`config.mk`:
```
export PLATFORM = sky130hd
export DESIGN_NAME = router_src_framer
export DESIGN_NICKNAME = d
export VERILOG_FILES = /design/src/rtl/router_pkg.sv /design/src/rtl/router_src_buf.sv /design/src/rtl/router_src_framer.sv
export SDC_FILE = /design/constraint.sdc
export NUM_CORES = 1
export LEC_CHECK = 0
export CORE_MARGIN = 2
export CORE_UTILIZATION = 25
export DETAILED_ROUTE_END_ITERATION = 8
export GPL_TIMING_DRIVEN = 0
export HOLD_SLACK_MARGIN = 0.02
export PLACE_DENSITY = 0.47
export SETUP_SLACK_MARGIN = 0.3
export SYNTH_ARGS = -nofsm -noshare
export SYNTH_HDL_FRONTEND = slang
export SYNTH_SLANG_ARGS = --single-unit
```
`constraint.sdc`:
```
create_clock -name clock -period 7.4 [get_ports clock]
set_clock_uncertainty 0.15 [all_clocks]
set_input_delay 1.11 -clock clock [delete_from_list [all_inputs] [get_ports clock]]
set_output_delay 1.11 -clock clock [all_outputs]
set_load 0.005 [all_outputs]
```
`src/rtl/router_pkg.sv`:
```
// rtl/router_pkg.sv - shared types and constants for the router source framer
package router_pkg;

  typedef enum logic [2:0] {
    S_IDLE,
    S_LOAD,
    S_REJECT,
    S_HEADER,
    S_PAYLOAD,
    S_PARITY,
    S_ERRCHK
  } state_t;

  typedef struct packed {
    logic [5:0] len;
    logic [1:0] addr;
  } hdr_t;

  localparam int         MAX_LEN      = 63;
  localparam logic [1:0] ILLEGAL_ADDR = 2'd3;

  // A request is forwarded only if it targets a real port and carries payload.
  function automatic logic is_legal(input logic [1:0] addr, input logic [5:0] len);
    return (addr != ILLEGAL_ADDR) && (len != 6'd0);
  endfunction

endpackage

```
`src/rtl/router_src_buf.sv`:
```
// rtl/router_src_buf.sv - single-port payload buffer, synchronous write, registered read
module router_src_buf #(
  parameter int DATA_W = 8,
  parameter int AW     = 6,
  parameter int DEPTH  = 64
) (
  input  logic              clock,
  input  logic              we,
  input  logic [AW-1:0]     addr,
  input  logic [DATA_W-1:0] wdata,
  output logic [DATA_W-1:0] rdata
);

  logic [DATA_W-1:0] mem [DEPTH];

  // One shared address: written while loading, read (one byte ahead) while sending.
  always_ff @(posedge clock) begin
    if (we) mem[addr] <= wdata;
    rdata <= mem[addr];
  end

endmodule

```
`src/rtl/router_src_framer.sv`:
```
// rtl/router_src_framer.sv - router source stage; optional ROUTER_SRC_PARITY_INJ_EN adds inject_err
module router_src_framer
  import router_pkg::*;
#(
  parameter int DATA_W   = 8,
  parameter int ADDR_W   = 2,
  parameter int LEN_W    = 6,
  parameter int ERR_WAIT = 3
) (
  input  logic              clock,
  input  logic              reset,
  input  logic              req_valid,
  output logic              req_ready,
  input  logic [ADDR_W-1:0] req_addr,
  input  logic [LEN_W-1:0]  req_len,
`ifdef ROUTER_SRC_PARITY_INJ_EN
  input  logic              inject_err,
`endif
  input  logic              pay_valid,
  output logic              pay_ready,
  input  logic [DATA_W-1:0] pay_data,
  output logic              pkt_valid,
  output logic [DATA_W-1:0] data_in,
  input  logic              busy,
  input  logic              error,
  output logic              done,
  output logic              done_err
);

  localparam int BUF_DEPTH = MAX_LEN + 1;

  state_t            state;
  logic [ADDR_W-1:0] addr_q;
  logic [LEN_W-1:0]  len_q;
  logic [LEN_W-1:0]  cnt;
  logic [LEN_W-1:0]  ptr;
  logic [DATA_W-1:0] parity_q;
  logic [DATA_W-1:0] parity_out;
  logic [DATA_W-1:0] rd_data;
  logic [3:0]        err_cnt;
  logic              err_sticky;
  logic              advance;
  logic [LEN_W-1:0]  rd_addr;
  logic [LEN_W-1:0]  buf_addr;
  logic              buf_we;
  hdr_t              hdr;

  assign hdr = '{len: len_q, addr: addr_q};

`ifdef ROUTER_SRC_PARITY_INJ_EN
  logic inj_q;
  assign parity_out = inj_q ? ~parity_q : parity_q;
`else
  assign parity_out = parity_q;
`endif

  // The router takes a byte on every non-busy cycle once the header is out,
  // so the read pointer steps ahead to keep rd_data one byte in front.
  assign advance  = !busy && (((state == S_HEADER) && pkt_valid) ||
                              ((state == S_PAYLOAD) && (ptr != len_q)));
  assign rd_addr  = advance ? ptr + LEN_W'(1) : ptr;
  assign buf_addr = (state == S_LOAD) ? cnt : rd_addr;
  assign buf_we   = (state == S_LOAD) && pay_valid && pay_ready;

  router_src_buf #(
    .DATA_W (DATA_W),
    .AW     (LEN_W),
    .DEPTH  (BUF_DEPTH)
  ) u_buf (
    .clock (clock),
    .we    (buf_we),
    .addr  (buf_addr),
    .wdata (pay_data),
    .rdata (rd_data)
  );

  // Packet FSM: request, load, header/payload/parity to the router, error window, status.
  always_ff @(posedge clock) begin
    if (reset) begin
      state      <= S_IDLE;
      req_ready  <= 1'b0;
      pay_ready  <= 1'b0;
      pkt_valid  <= 1'b0;
      data_in    <= '0;
      done       <= 1'b0;
      done_err   <= 1'b0;
      addr_q     <= '0;
      len_q      <= '0;
      cnt        <= '0;
      ptr        <= '0;
      parity_q   <= '0;
      err_cnt    <= '0;
      err_sticky <= 1'b0;
`ifdef ROUTER_SRC_PARITY_INJ_EN
      inj_q      <= 1'b0;
`endif
    end else begin
      done     <= 1'b0;
      done_err <= 1'b0;
      case (state)
        S_IDLE: begin
          if (req_valid && req_ready) begin
            req_ready <= 1'b0;
            addr_q    <= req_addr;
            len_q     <= req_len;
            cnt       <= '0;
            ptr       <= '0;
            // Seeding with the header folds it into the running parity.
            parity_q  <= DATA_W'({req_len, req_addr});
`ifdef ROUTER_SRC_PARITY_INJ_EN
            inj_q     <= inject_err;
`endif
            if (!is_legal(req_addr, req_len)) begin
              if (req_len == '0) begin
                done     <= 1'b1;
                done_err <= 1'b1;
              end else begin
                pay_ready <= 1'b1;
                state     <= S_REJECT;
              end
            end else begin
              pay_ready <= 1'b1;
              state     <= S_LOAD;
            end
          end else begin
            // Held low through the done cycle, so a new request waits one cycle.
            req_ready <= 1'b1;
          end
        end
        S_LOAD: begin
          if (pay_valid && pay_ready) begin
            parity_q <= parity_q ^ pay_data;
            cnt      <= cnt + LEN_W'(1);
            if (cnt == len_q - LEN_W'(1)) begin
              pay_ready <= 1'b0;
              state     <= S_HEADER;
            end
          end
        end
        S_REJECT: begin
          if (pay_valid && pay_ready) begin
            cnt <= cnt + LEN_W'(1);
            if (cnt == len_q - LEN_W'(1)) begin
              pay_ready <= 1'b0;
              done      <= 1'b1;
              done_err  <= 1'b1;
              state     <= S_IDLE;
            end
          end
        end
        S_HEADER: begin
          // First cycle only primes the buffer read of byte 0; the header goes out next.
          if (!pkt_valid) begin
            pkt_valid <= 1'b1;
            data_in   <= DATA_W'(hdr);
          end else if (!busy) begin
            data_in <= rd_data;
            ptr     <= ptr + LEN_W'(1);
            state   <= S_PAYLOAD;
          end
        end
        S_PAYLOAD: begin
          if (!busy) begin
            if (ptr == len_q) begin
              data_in   <= parity_out;
              pkt_valid <= 1'b0;
              state     <= S_PARITY;
            end else begin
              data_in <= rd_data;
              ptr     <= ptr + LEN_W'(1);
            end
          end
        end
        S_PARITY: begin
          if (!busy) begin
            data_in    <= '0;
            err_cnt    <= '0;
            err_sticky <= 1'b0;
            state      <= S_ERRCHK;
          end
        end
        S_ERRCHK: begin
          err_sticky <= err_sticky | error;
          err_cnt    <= err_cnt + 4'd1;
          if (err_cnt == 4'(ERR_WAIT - 1)) begin
            done     <= 1'b1;
            done_err <= err_sticky | error;
            state    <= S_IDLE;
          end
        end
        default: state <= S_IDLE;
      endcase
    end
  end

endmodule
```
==> results.json, run 1 <==
{
  "io_pins": 35,
  "cts_tree": "built",
  "dp_hpwl_um": 57110,
  "synth-compound-area-share_pct": 11.85,
  "nets": 1819,
  "synth_fa_ha_area_share_pct": 0.2636,
  "port-buffer-count": 34,
  "min_from": "err_sticky",
  "regToRegSetupSlack_ns": 0.66,
  "internal_power_mw": 5.939,
  "ys_seq_area_share_pct": 69.59,
  "hold-path-endpoint": "done_err",
  "routed_wl_um": 83940,
  "worstPathArrival_ns": 6.92,
  "critPathBufInv": 4,
  "r2r_end": "u_buf.mem[51][0]",
  "design.core.area_mm2": 0.09459,
  "synthXorXnorAreaFrac_pct": 0.6643,
  "clock_latency_ns": 0.64,
  "crit_required_ns": 7.48,
  "initial_core_util_pct": 25.09,
  "remaining_drc_errors": 0,
  "synthArstFlopShare_pct": 0,
  "drive_above_1_share_pct": 10.91,
  "synthesis.nets": 1715,
  "outcome": "completed",
  "netlist_instances": 1688,
  "hold_depth": 1,
  "powerDensity_mw_per_mm2": 323.6,
  "slew-limit-headroom_pct": 7.460,
  "ctsHoldBuffers": 0,
  "hold_viol_final": 0,
  "drtIter0Drc": 1855,
  "final_common_cell": "edfxtp_1",
  "reg2reg_from": "len_q[0]",
  "die_x_um": 312.1,
  "vias_per_cell": 5.079,
  "cts_max_level": 2,
  "r2r_cells": 10,
  "grt_pass1_vias": 15330,
  "die_y_um": 312.1,
  "crit_type": "input pin to flip-flop",
  "period_needed_ns": 6.843,
  "ys_ff_latch": 569,
  "critical-path-top-delay-family": "buffers and inverters",
  "ys_types": 79,
  "sw_frac_of_total_pct": 33.91,
  "clock-sinks": 569,
  "fillCellCount": 9550,
  "cts_buffers": 60,
  "timing.final.crit_share_pct": 92.48,
  "dieArea_mm2": 0.09741,
  "crit_path_max_incr_delay_ns": 1.04,
  "rsz0062_at_grt": "false",
  "synth_mux_area_share_pct": 6.764,
  "power.share.clock_pct": 34.1,
  "place_congestion": 0.8933,
  "grt_max_degree": 47,
  "cp_cell_sequence": "clkdlybuf4s50_1 > inv_1 > a211o_1 > o21a_1 > o211a_1 > nor2_1 > clkbuf_1 > buf_1 > nand3_1 > nor2_1",
  "yosys.area.top_type_share_pct": 64.78,
  "clk_pin_slew_ns": 0.06,
  "hold_ws_ns": 0.3410,
  "seqPwrFrac_pct": 39.9,
  "tightest_slew_ns": 1.377,
  "hold_class": "flip-flop to flip-flop",
  "antenna_found_initial": 5,
  "tns_ns": 0,
  "overflow": 0,
  "endpoint_kind": "flip-flop",
  "clock_path_buffers": 3,
  "synth_top_family_by_area": "compound AO/OA/AOI/OAI gates",
  "combPwrFrac_pct": 26.0,
  "yosys.area_share.simple_pct": 8.319,
  "finalSetupViolations": 0,
  "synth_edf_count": 512,
  "fp-row-count": 113,
  "first_pass_iters": 5,
  "grt_use_total_pct": 16.78,
  "synth_largest_area_cell": "edfxtp_1",
  "post_drt_wl_per_cell_um": 27.01,
  "crit_slowest_cell": "nor2_1",
  "avgSynthCellArea_um2": 14.06,
  "root_buffer": "clkbuf_16",
  "synth_area_leaders": "edfxtp_1, mux2i_1, dfxtp_1",
  "vdd_ir_drop_max_v": 0.0002461,
  "layout_common_cells": "edfxtp_1, nor2_1, mux2i_1, nand2_1, a21oi_1",
  "via_count": 15790,
  "area_delta_synth_final_pct": 17.01,
  "maxSlewViolCount": 0,
  "cp_max_fo": 10,
  "netlist_area_mm2": 0.02373,
  "yosysWarnings": 0,
  "synthFlopType": "edfxtp_1",
  "antenna_left": 0,
  "cap_violations": 0,
  "cts_setup_buffers": 0,
  "fmax_ghz": 0.1461,
  "critPathLaunchType": "input pin",
  "ctsResizeCount": 0,
  "grt_pass1_wl_um": 117100,
  "path_common_cell": "nor2_1",
  "leakage_nw": 8.833,
  "p_sw_mw": 3.047
}
## layout make-up
cell class / instances / area (um2) / share of cell area [%]
antenna: 1 / 2.502 / 0.009011
inverter: 18 / 67.56 / 0.2433
multi-input combinational: 989 / 6631 / 23.88
tap: 1265 / 1583 / 5.700
timing repair buffer: 42 / 467.9 / 1.685
sequential: 569 / 16520 / 59.48
clock buffer: 73 / 1550 / 5.583
buffer: 112 / 536.8 / 1.933
clock inverter: 39 / 414.1 / 1.491
## state kept, by name (all words and copies together) (netlist names)
signal,count
req_ready,1
pkt_valid,1
ptr,6
state,3
done,1
data_in,8
pay_ready,1
addr_q,2
len_q,6
u_buf.rdata,8
parity_out,8
err_cnt,4
u_buf.mem,512
done_err,1
err_sticky,1
cnt,6
## how the worst max path moves through the flow
stage          from               end  depth (start not counted)
2_1_floorplan  busy  u_buf.mem[53][0]                          8
3_3_place_gp   busy  u_buf.mem[51][1]                         10
3_5_place_dp   busy  u_buf.mem[19][1]                         10
4_1_cts        busy  u_buf.mem[51][2]                         10
5_1_grt        busy  u_buf.mem[51][2]                         10
6_report       busy  u_buf.mem[51][0]                         10
## power by group through the flow
stage | Sequential (mW) | Combinational [mW] | Clock, mW
global route | 3.59 | 2.41 | 3.23
detailed placement | 3.65 | 2.28 | 0
finish | 3.59 | 2.34 | 3.06
floorplan | 3.64 | 1.22 | 0
global placement | 3.66 | 2.26 | 0
CTS | 3.58 | 2.29 | 3.10
## layer usage
layer,track usage [%],routed length [um],vias up
met3,2.960,6453,166
met5,0,13,-
met4,5.627,2890,2
met2,26.63,38170,744
met1,23.17,36410,8057
li1,-,-,6818
## through the flow
| step | area, um2 | utilization, % | instances | setup WS (ns) | power [mW] |
|---|---|---|---|---|---|
| 2_1_floorplan | 23730 | - | 1688 | 3.501 | 4.856 |
| 3_3_place_gp | 25660 | 27.12 | 2987 | 0.08635 | 5.922 |
| 3_5_place_dp | 25800 | 27.28 | 2995 | 0.1935 | 5.937 |
| 4_1_cts | 27770 | 29.36 | 3107 | 0.8134 | 8.978 |
| 5_1_grt | 27770 | 29.36 | 3107 | 0.6302 | 9.231 |
| 6_report | 27770 | 29.36 | 3108 | 0.5567 | 8.986 |
## cell usage after synthesis (11+ instances only)
cell type / count
a211oi_1: 11
a21oi_1: 92
a221o_1: 15
a22o_1: 27
a22oi_1: 11
buf_2: 30
clkbuf_1: 58
dfxtp_1: 57
edfxtp_1: 512
inv_1: 18
mux2_2: 19
mux2i_1: 135
nand2_1: 116
nand3_1: 77
nor2_1: 138
nor3_1: 25
o21ai_0: 45
o221a_2: 11
o22a_1: 14
o22ai_1: 21
o31ai_1: 13
## cell families after synthesis
kind of cell | Yosys count
flops | 569
simple gates | 427
compound gates | 382
mux | 157
buf+inv | 130
xor+xnor | 18
fa+ha+maj | 5
No activity file was read; power rests on OpenSTA's default activity.
==> inputs of run 2 (changes only) <==
--- a/config.mk
+++ b/config.mk
@@ -8,7 +8,6 @@
 export CORE_MARGIN = 2
 export CORE_UTILIZATION = 25
 export DETAILED_ROUTE_END_ITERATION = 8
-export GPL_TIMING_DRIVEN = 0
 export HOLD_SLACK_MARGIN = 0.02
 export PLACE_DENSITY = 0.47
 export SETUP_SLACK_MARGIN = 0.3
==> results.json, run 2 (synthesis results as in run 1) <==
{
  "remaining_drc_errors": 0,
  "placed_area_mm2": 0.02547,
  "final_common_cell": "edfxtp_1",
  "tightest_slew_ns": 1.207,
  "cp_cell_sequence": "and4b_1 > or3_1 > o211ai_4 > mux2_4 > nor4_4 > nand2_1 > nor2_1",
  "hold_viol_final": 0,
  "hold_ws_ns": 0.3353,
  "seq_area_mm2": 0.01652,
  "fp-row-count": 113,
  "initial_core_util_pct": 25.09,
  "die_x_um": 312.1,
  "drtIter0Drc": 1660,
  "via_count": 15200,
  "slew-limit-headroom_pct": 18.90,
  "antenna_left": 0,
  "total_power_mw": 8.776,
  "design.core.area_mm2": 0.09459,
  "drive_above_1_share_pct": 11.61,
  "vias_per_cell": 5.000,
  "met2_usage_pct": 24.04,
  "io_pins": 35,
  "overflow": 0,
  "layout_common_cells": "edfxtp_1, nor2_1, mux2i_1, nand2_1, a21oi_1",
  "top_register": "u_buf.mem",
  "nets": 1751,
  "endpoint_kind": "flip-flop",
  "critPathLaunchType": "flip-flop",
  "grt_use_met1_pct": 20.20,
  "clock_path_buffers": 3,
  "outcome": "completed",
  "crit_type": "flip-flop to flip-flop",
  "timing.final.crit_share_pct": 75.39,
  "maxSlewViolCount": 0,
  "clk_pin_slew_ns": 0.05,
  "clock-sinks": 569,
  "ctsHoldBuffers": 0,
  "crit_path_max_incr_delay_ns": 1.09,
  "root_buffer": "clkbuf_16",
  "die_y_um": 312.1,
  "first_pass_iters": 5,
  "dp_hpwl_um": 48080,
  "largest_reg_flops": 512,
  "cts_buffers": 66,
  "fmax_ghz": 0.1793,
  "antenna_found_initial": 4,
  "finalSetupViolations": 0,
  "fin_area_mm2": 0.02758,
  "hold_class": "flip-flop to flip-flop",
  "cap_violations": 0,
  "routed_wl_um": 75080,
  "use_met3_pct": 2.827,
  "busiest_layer": "met2",
  "crit_slowest_cell": "nor4_4",
  "vdd_ir_drop_max_v": 0.0001670,
  "multi_input_area_mm2": 0.006665,
  "grt_pass1_wl_um": 107800,
  "port-buffer-count": 34,
  "clock_latency_ns": 0.61,
  "area_delta_synth_final_pct": 16.20,
  "post_drt_wl_per_cell_um": 24.70,
  "worstPathArrival_ns": 5.68,
  "grt_use_total_pct": 15.03,
  "num_antenna_cells": 0,
  "leakage_nw": 8.752,
  "dieArea_mm2": 0.09741,
  "final_cells": 3040,
  "cts_max_level": 3,
  "powerDensity_mw_per_mm2": 318.3,
  "cp_max_fo": 35,
  "dp.cells": 2921,
  "grt_max_degree": 67,
  "fillCellCount": 9474,
  "rsz0062_at_grt": "false",
  "regToRegSetupSlack_ns": 1.82,
  "place_congestion": 0.8450,
  "period_needed_ns": 5.579,
  "tns_ns": 0,
  "grt_pass1_vias": 14880,
  "ctsResizeCount": 0,
  "cts_tree": "built",
  "crit_required_ns": 7.50,
  "cts_setup_buffers": 0
}
-- run 2: cell count changes in the layout (fill, tap and decap cells not counted), sizes merged --
cell           before  now
clkbuf            131   86
buf                70   55
bufinv              7    3
inv                23   20
clkdlybuf4s50      26   25
clkinv             27   28
diode               1    0
-- run 2: worst paths after layout --
path | from | end | cells past startpoint
setup reg to reg | state[2] | u_buf.mem[13][1] | 7
setup / recovery | state[2] | u_buf.mem[13][1] | 7
hold reg to reg | err_sticky | done_err | 1
hold / removal | err_sticky | done_err | 1
-- run 2: worst max-delay path: cells and delay by family (launching register included) --
kind,cells,cell delay [ns]
simple gates,5,3.49
flops,1,0.67
mux,1,0.55
compound gates,1,0.35
-- run 2: final cells by class --
cell class	instances	area share (%)
Clock buffer	86	6.452
Clock inverter	33	1.180
Inverter	18	0.2450
Multi-Input combinational cell	989	24.17
Sequential cell	569	59.89
Tap cell	1265	5.740
Timing Repair Buffer	80	2.323
-- run 2: metal layers --
metal	share of wire, %	wire length [um]	vias up
met5	0.045	34	-
li1	-	-	6675
met1	43	32230	7735
met2	46	34680	636
met3	7.2	5429	151
met4	3.6	2701	4
-- run 2: where the power goes --
part           switching, mW  internal, mW
logic                   1.36         0.611
clock network           1.35          1.83
registers             0.0867          3.55
total                   2.79          5.98
-- run 2: per-stage QoR --
stage,setup WS (ns),util (%)
after floorplan,3.501,-
after global placement,1.410,26.93
after detailed placement,1.406,26.93
after CTS,1.779,29.15
after global routing,1.615,29.15
final,1.821,29.15
